--- config.mk ---
export PLATFORM = sky130hd
export DESIGN_NAME = icache_ctrl_sequencer_flat
export DESIGN_NICKNAME = d
export VERILOG_FILES = /design/src/rtl/icache_ctrl_sequencer_if.sv /design/src/rtl/icache_ctrl_sequencer.sv /design/src/flat_wrapper.sv
export SDC_FILE = /design/constraint.sdc
export NUM_CORES = 1
export LEC_CHECK = 0
export ABC_AREA = 1
export BUFFER_PORTS_ARGS = -buffer_cell sky130_fd_sc_hd__buf_2
export CAP_MARGIN = 20
export CORE_UTILIZATION = 54
export DETAILED_ROUTE_END_ITERATION = 6
export HOLD_SLACK_MARGIN = 0.03
export PLACE_DENSITY = 0.93
export SLEW_MARGIN = 20
export SYNTH_ARGS = -nofsm -noshare
export SYNTH_HDL_FRONTEND = slang
export SYNTH_SLANG_ARGS = --single-unit
export TNS_END_PERCENT = 20
--- constraint.sdc ---
create_clock -name clk_i -period 3.96 [get_ports clk_i]
set_input_delay 0 -clock clk_i [delete_from_list [all_inputs] [get_ports clk_i]]
set_output_delay 0 -clock clk_i [all_outputs]
set_load 0.03 [all_outputs]
--- src/rtl/icache_ctrl_sequencer_if.sv ---
// Control bus between the instruction-cache control sequencer and the cache.
// The master side is the sequencer. The slave side is the command source together with the cache.
interface icache_ctrl_sequencer_if #(
    parameter int NB_CORES = 4
);
    logic                cmd_valid_i;
    logic                cmd_ready_o;
    logic [2:0]          cmd_op_i;
    logic [31:0]         cmd_arg_i;
    logic                rsp_valid_o;
    logic                rsp_err_o;
    logic                busy_o;
    logic                bypass_req_o;
    logic [NB_CORES:0]   bypass_ack_i;
    logic                flush_req_o;
    logic                flush_ack_i;
    logic                sel_flush_req_o;
    logic                sel_flush_ack_i;
    logic [31:0]         sel_flush_addr_o;
    logic                ctrl_clear_regs_o;
    logic                ctrl_enable_regs_o;

    modport master (
        input  cmd_valid_i, cmd_op_i, cmd_arg_i, bypass_ack_i, flush_ack_i, sel_flush_ack_i,
        output cmd_ready_o, rsp_valid_o, rsp_err_o, busy_o, bypass_req_o, flush_req_o,
               sel_flush_req_o, sel_flush_addr_o, ctrl_clear_regs_o, ctrl_enable_regs_o
    );

    modport slave (
        output cmd_valid_i, cmd_op_i, cmd_arg_i, bypass_ack_i, flush_ack_i, sel_flush_ack_i,
        input  cmd_ready_o, rsp_valid_o, rsp_err_o, busy_o, bypass_req_o, flush_req_o,
               sel_flush_req_o, sel_flush_addr_o, ctrl_clear_regs_o, ctrl_enable_regs_o
    );
endinterface

--- src/rtl/icache_ctrl_sequencer.sv ---
// Runs one cache-control command at a time. Each handshake phase is bounded by a timeout.
// One response pulse is issued per command.
module icache_ctrl_sequencer #(
    parameter int NB_CORES       = 4,
    parameter int TIMEOUT_CYCLES = 1024
) (
    input logic                     clk_i,
    input logic                     rst_i,
    icache_ctrl_sequencer_if.master bus
);
    localparam int ACK_W = NB_CORES + 1;
    localparam int CNT_W = (TIMEOUT_CYCLES > 0) ? $clog2(TIMEOUT_CYCLES + 1) : 1;
    localparam logic [CNT_W-1:0] CNT_MAX = CNT_W'(TIMEOUT_CYCLES);

    localparam logic [2:0] OP_ENABLE    = 3'd0;
    localparam logic [2:0] OP_BYPASS    = 3'd1;
    localparam logic [2:0] OP_FLUSH     = 3'd2;
    localparam logic [2:0] OP_SEL_FLUSH = 3'd3;
    localparam logic [2:0] OP_CLR_CNT   = 3'd4;
    localparam logic [2:0] OP_CNT_EN    = 3'd5;

    typedef enum logic [2:0] {
        IDLE, BYP_WAIT, FL_REQ, FL_REL, SF_REQ, SF_REL
    } state_t;

    state_t           state;
    logic [CNT_W-1:0] cnt;
    logic             wait_done;
    logic             timed_out;

    // The bypass level completes once every port agrees with the requested level.
    function automatic logic byp_done(input logic [ACK_W-1:0] ack, input logic req);
        return req ? (&ack) : ~(|ack);
    endfunction

    always_comb begin
        wait_done = 1'b0;
        case (state)
            BYP_WAIT: wait_done = byp_done(bus.bypass_ack_i, bus.bypass_req_o);
            FL_REQ:   wait_done = bus.flush_ack_i;
            FL_REL:   wait_done = ~bus.flush_ack_i;
            SF_REQ:   wait_done = bus.sel_flush_ack_i;
            SF_REL:   wait_done = ~bus.sel_flush_ack_i;
            default:  wait_done = 1'b0;
        endcase
    end

    assign timed_out = (TIMEOUT_CYCLES != 0) && (cnt == CNT_MAX);

    always_ff @(posedge clk_i) begin
        if (rst_i) begin
            state                  <= IDLE;
            cnt                    <= '0;
            bus.cmd_ready_o        <= 1'b0;
            bus.rsp_valid_o        <= 1'b0;
            bus.rsp_err_o          <= 1'b0;
            bus.busy_o             <= 1'b0;
            bus.bypass_req_o       <= 1'b0;
            bus.flush_req_o        <= 1'b0;
            bus.sel_flush_req_o    <= 1'b0;
            bus.sel_flush_addr_o   <= '0;
            bus.ctrl_clear_regs_o  <= 1'b0;
            bus.ctrl_enable_regs_o <= 1'b0;
        end else begin
            bus.rsp_valid_o       <= 1'b0;
            bus.rsp_err_o         <= 1'b0;
            bus.ctrl_clear_regs_o <= 1'b0;
            case (state)
                IDLE: begin
                    bus.cmd_ready_o <= 1'b1;
                    bus.busy_o      <= 1'b0;
                    if (bus.cmd_valid_i && bus.cmd_ready_o) begin
                        cnt <= '0;
                        case (bus.cmd_op_i)
                            OP_ENABLE, OP_BYPASS: begin
                                bus.bypass_req_o <= (bus.cmd_op_i == OP_BYPASS);
                                bus.cmd_ready_o  <= 1'b0;
                                bus.busy_o       <= 1'b1;
                                state            <= BYP_WAIT;
                            end
                            OP_FLUSH: begin
                                bus.flush_req_o <= 1'b1;
                                bus.cmd_ready_o <= 1'b0;
                                bus.busy_o      <= 1'b1;
                                state           <= FL_REQ;
                            end
                            OP_SEL_FLUSH: begin
                                bus.sel_flush_addr_o <= bus.cmd_arg_i;
                                bus.sel_flush_req_o  <= 1'b1;
                                bus.cmd_ready_o      <= 1'b0;
                                bus.busy_o           <= 1'b1;
                                state                <= SF_REQ;
                            end
                            OP_CLR_CNT: begin
                                bus.ctrl_clear_regs_o <= 1'b1;
                                bus.rsp_valid_o       <= 1'b1;
                            end
                            OP_CNT_EN: begin
                                bus.ctrl_enable_regs_o <= bus.cmd_arg_i[0];
                                bus.rsp_valid_o        <= 1'b1;
                            end
                            default: begin
                                bus.rsp_valid_o <= 1'b1;
                                bus.rsp_err_o   <= 1'b1;
                            end
                        endcase
                    end
                end
                BYP_WAIT, FL_REQ, FL_REL, SF_REQ, SF_REL: begin
                    if (wait_done) begin
                        cnt <= '0;
                        case (state)
                            FL_REQ: begin
                                bus.flush_req_o <= 1'b0;
                                state           <= FL_REL;
                            end
                            SF_REQ: begin
                                bus.sel_flush_req_o <= 1'b0;
                                state               <= SF_REL;
                            end
                            default: begin
                                bus.rsp_valid_o <= 1'b1;
                                bus.cmd_ready_o <= 1'b1;
                                bus.busy_o      <= 1'b0;
                                state           <= IDLE;
                            end
                        endcase
                    end else if (timed_out) begin
                        // Abort: drop any flush request; the bypass level keeps its new value.
                        bus.flush_req_o     <= 1'b0;
                        bus.sel_flush_req_o <= 1'b0;
                        bus.rsp_valid_o     <= 1'b1;
                        bus.rsp_err_o       <= 1'b1;
                        bus.cmd_ready_o     <= 1'b1;
                        bus.busy_o          <= 1'b0;
                        state               <= IDLE;
                    end else begin
                        cnt <= cnt + 1'b1;
                    end
                end
                default: state <= IDLE;
            endcase
        end
    end
endmodule

--- src/flat_wrapper.sv ---
// flat-port wrapper written by rule: the top's interface ports become plain ports
module icache_ctrl_sequencer_flat 
#(
    parameter int NB_CORES       = 4,
    parameter int TIMEOUT_CYCLES = 1024
)
  (clk_i, rst_i, bus_cmd_valid_i, bus_cmd_op_i, bus_cmd_arg_i, bus_bypass_ack_i, bus_flush_ack_i, bus_sel_flush_ack_i, bus_cmd_ready_o, bus_rsp_valid_o, bus_rsp_err_o, bus_busy_o, bus_bypass_req_o, bus_flush_req_o, bus_sel_flush_req_o, bus_sel_flush_addr_o, bus_ctrl_clear_regs_o, bus_ctrl_enable_regs_o);
  icache_ctrl_sequencer_if #(.NB_CORES(NB_CORES)) bus_i ();
  input logic clk_i;
  input logic rst_i;
  input wire logic [$bits(bus_i.cmd_valid_i)-1:0] bus_cmd_valid_i;
  input wire logic [$bits(bus_i.cmd_op_i)-1:0] bus_cmd_op_i;
  input wire logic [$bits(bus_i.cmd_arg_i)-1:0] bus_cmd_arg_i;
  input wire logic [$bits(bus_i.bypass_ack_i)-1:0] bus_bypass_ack_i;
  input wire logic [$bits(bus_i.flush_ack_i)-1:0] bus_flush_ack_i;
  input wire logic [$bits(bus_i.sel_flush_ack_i)-1:0] bus_sel_flush_ack_i;
  output wire logic [$bits(bus_i.cmd_ready_o)-1:0] bus_cmd_ready_o;
  output wire logic [$bits(bus_i.rsp_valid_o)-1:0] bus_rsp_valid_o;
  output wire logic [$bits(bus_i.rsp_err_o)-1:0] bus_rsp_err_o;
  output wire logic [$bits(bus_i.busy_o)-1:0] bus_busy_o;
  output wire logic [$bits(bus_i.bypass_req_o)-1:0] bus_bypass_req_o;
  output wire logic [$bits(bus_i.flush_req_o)-1:0] bus_flush_req_o;
  output wire logic [$bits(bus_i.sel_flush_req_o)-1:0] bus_sel_flush_req_o;
  output wire logic [$bits(bus_i.sel_flush_addr_o)-1:0] bus_sel_flush_addr_o;
  output wire logic [$bits(bus_i.ctrl_clear_regs_o)-1:0] bus_ctrl_clear_regs_o;
  output wire logic [$bits(bus_i.ctrl_enable_regs_o)-1:0] bus_ctrl_enable_regs_o;
  assign bus_i.cmd_valid_i = bus_cmd_valid_i;
  assign bus_i.cmd_op_i = bus_cmd_op_i;
  assign bus_i.cmd_arg_i = bus_cmd_arg_i;
  assign bus_i.bypass_ack_i = bus_bypass_ack_i;
  assign bus_i.flush_ack_i = bus_flush_ack_i;
  assign bus_i.sel_flush_ack_i = bus_sel_flush_ack_i;
  assign bus_cmd_ready_o = bus_i.cmd_ready_o;
  assign bus_rsp_valid_o = bus_i.rsp_valid_o;
  assign bus_rsp_err_o = bus_i.rsp_err_o;
  assign bus_busy_o = bus_i.busy_o;
  assign bus_bypass_req_o = bus_i.bypass_req_o;
  assign bus_flush_req_o = bus_i.flush_req_o;
  assign bus_sel_flush_req_o = bus_i.sel_flush_req_o;
  assign bus_sel_flush_addr_o = bus_i.sel_flush_addr_o;
  assign bus_ctrl_clear_regs_o = bus_i.ctrl_clear_regs_o;
  assign bus_ctrl_enable_regs_o = bus_i.ctrl_enable_regs_o;
  icache_ctrl_sequencer #(.NB_CORES(NB_CORES), .TIMEOUT_CYCLES(TIMEOUT_CYCLES)) u_core (.clk_i(clk_i), .rst_i(rst_i), .bus(bus_i));
endmodule
==> out/metrics.cfg <==
[timing]
drv_slew = 0
finalSetupViolCount = 0
max_freq_mhz = 371
period_share = 0.681
layout_min_cycle_time_ps = 2690
hold_violations = 0
relSlewSlack = 0.378
rsz0062_at_grt = no
worst_pin_slew_ps = 932
fin_tns_setup_ps = 0
clock_skew_ps = 16.9

[floorplan]
boundaryPins = 86
rows = 24
die_area_mm2 = 0.00511
initial_utilization = 0.579
core_mm2 = 0.00450
die_width_um = 71.5
die_h_um = 71.5

[synthesis]
ys_seq_area_frac = 0.422
netlist_area_mm2 = 0.00261
syn_avg_cell_area_um2 = 6.93
ys_types = 30
syn-instance-count = 376
yosysWarnings = 0
ys_seq_elements = 55
synthesis.nets = 423

[layout]
area_delta_synth_final_pct = 33.6
drive_above_1_share = 0.221
antennaDiodeCount = 0
final_common_cell = nor2_1
fin_nets = 539
final_cell_mix = 98 x nor2_1, 85 x buf_2, 63 x nand2_1
fin_area_mm2 = 0.00348

[pwr]
power-per-cell-area_mw_per_mm2 = 365
pwr-share-seq = 0.471
swShare = 0.356
p_leak_nw = 1.62
max-vdd-ir-drop_uv = 252
p_switching_uw = 454
pwr-share-comb = 0.269
p_clk_frac = 0.259
p_total_mw = 1.27
p_int_uw = 819

[placement]
routabilityCongestion = 0.960
io_buffer_count = 85
placed_area_mm2 = 0.00302
dp_hpwl_mm = 4.65

[critical_path]
r2r_start = u_core.state[1]
rr_worst_depth = 7
path_class = reg -> reg
critical_path_peak_fanout = 33
crit_path_start_kind = flip-flop
cp-end-kind = flip-flop
critical_path.max_stage_delay_ps = 700
worstPathArrival_ps = 2920
cp-startpoint = u_core.state[1]
critPathRequiredTime_ps = 4190
critPathSlowestCell = inv_2
cp_cell_sequence = nor2_4 -> nand2_4 -> nor3_4 -> nand2_1 -> inv_2 -> nor2_1 -> nor2_1
crit_top_cell = nor2_1

[global_routing]
antenna_found_initial = 0
grt_max_degree = 38
grt_pass1_wl_mm = 14.3
track_usage = 0.360
grt-ovfl-total = 0
first_global_vias = 3015

[hold_path]
hold_class = in -> reg
hp-start = rst_i
min_path_cells = 2

[detailed_routing]
drc = 0
avgRoutedWirePerCell_um = 16.9
via_per_inst = 5.97
drt_iter0_markers = 370
totalWireLength_mm = 9.19
vias = 3256
dr.pass1.iters = 6
ant_nets = 0

[clock_network]
clk_pin_slew_ps = 100
cts-root-buf = clkbuf_8
numCtsBuffers = 5
cts_tree = done
cts_buffer_depth = 2
clk_latency_ps = 330
htree_levels = 2
post-cts-setup-buffers = 0
cts.sinks = 55

[flow_run]
max_cap_violations = 0

[status]
status = complete, no violations

cells in the mapped netlist:
cell type  number  share of area
a21oi_1        18          0.035
a21oi_2         1         0.0034
a31oi_1         1         0.0024
buf_6           4          0.017
clkbuf_1        9          0.013
dfxtp_1        55           0.42
ha_1            2         0.0096
inv_1          30          0.043
inv_2           1         0.0014
inv_4           1         0.0024
nand2_1        63          0.091
nand2_2         1         0.0024
nand2_4         3          0.013
nand3_1        24          0.046
nand3_2         1         0.0038
nand3b_1        1         0.0029
nand4_1        10          0.024
nand4_4         1         0.0082
nor2_1         98           0.14
nor2_2          1         0.0024
nor2_4          2         0.0086
nor3_1          4         0.0077
nor3_4          1         0.0062
nor4_1          1         0.0024
o21ai_0        36          0.069
o21ai_2         2         0.0067
o31ai_1         1         0.0029
o41ai_1         1         0.0034
or2_2           1         0.0024
xor2_1          2         0.0067
layer usage:
metal  up-vias  wire length [um]  track usage
met5         -                 0            0
met3        72              1080       0.0999
li1       1448                 -            -
met2       286              4320        0.623
met4         0               543        0.192
met1      1450              3240        0.402
repair_timing:
item                      4_1_cts  5_1_grt
hold buffers                   37        0
hold endpoints to repair       36        0
resized for setup               0        0
worst max-delay path, delay by kind of cell, from the launching register on:
kind / cells / cell delay [ps]
buf+inv: 1 / 700
simple gates: 6 / 1490
flops: 1 / 410
cell type report:
class,instances,area (um^2)
clock buffers,5,68.8
repair buffers,122,796
multi-input cells,276,1310
flip-flops and latches,55,1100
clock inverters,3,25.0
inverters,32,123
well taps,52,65.1
fillers,261,1020
sequential cells by signal, summed over array words and instances, names as in the netlist:
signal,cells
u_core.bus.ctrl_clear_regs_o,1
u_core.bus.cmd_ready_o,1
u_core.bus.busy_o,1
u_core.bus.ctrl_enable_regs_o,1
u_core.bus.sel_flush_addr_o,32
u_core.state,3
u_core.bus.bypass_req_o,1
u_core.bus.sel_flush_req_o,1
u_core.bus.rsp_err_o,1
u_core.bus.rsp_valid_o,1
u_core.bus.flush_req_o,1
u_core.cnt,11
cells by family (layout without fill, tap and decap cells):
logic type / Yosys count / after routing / synth area share
compound gates: 60 / 60 / 0.122
xor+xnor: 2 / 2 / 0.00672
fa+ha+maj: 2 / 2 / 0.00960
buf+inv: 45 / 162 / 0.0773
flops: 55 / 55 / 0.422
simple gates: 212 / 212 / 0.362
power groups by stage:
stage,clock network [mW],registers (mW),logic (mW)
2_1_floorplan,0,0.641,0.175
3_3_place_gp,0,0.608,0.280
3_5_place_dp,0,0.609,0.287
4_1_cts,0.329,0.596,0.316
5_1_grt,0.352,0.601,0.367
6_report,0.330,0.600,0.343
metrics by stage:
stage	utilization	cells	setup slack [ps]	hold slack, ps
floorplan	-	376	2470	76.9
global placement	0.670	500	1740	204
detailed placement	0.670	500	1660	207
CTS	0.773	545	1630	76.7
global route	0.773	545	1080	87.9
finish	0.773	545	1270	89.3
worst paths after layout:
path | end | slack (ps)
worst max register to register | u_core.bus.sel_flush_addr_o[11] | 1270
worst min register to register | u_core.bus.ctrl_enable_regs_o | 480
worst min-delay path | u_core.cnt[5] | 90
worst max-delay path | u_core.bus.sel_flush_addr_o[11] | 1270
Power figures use the tool's default switching activity.
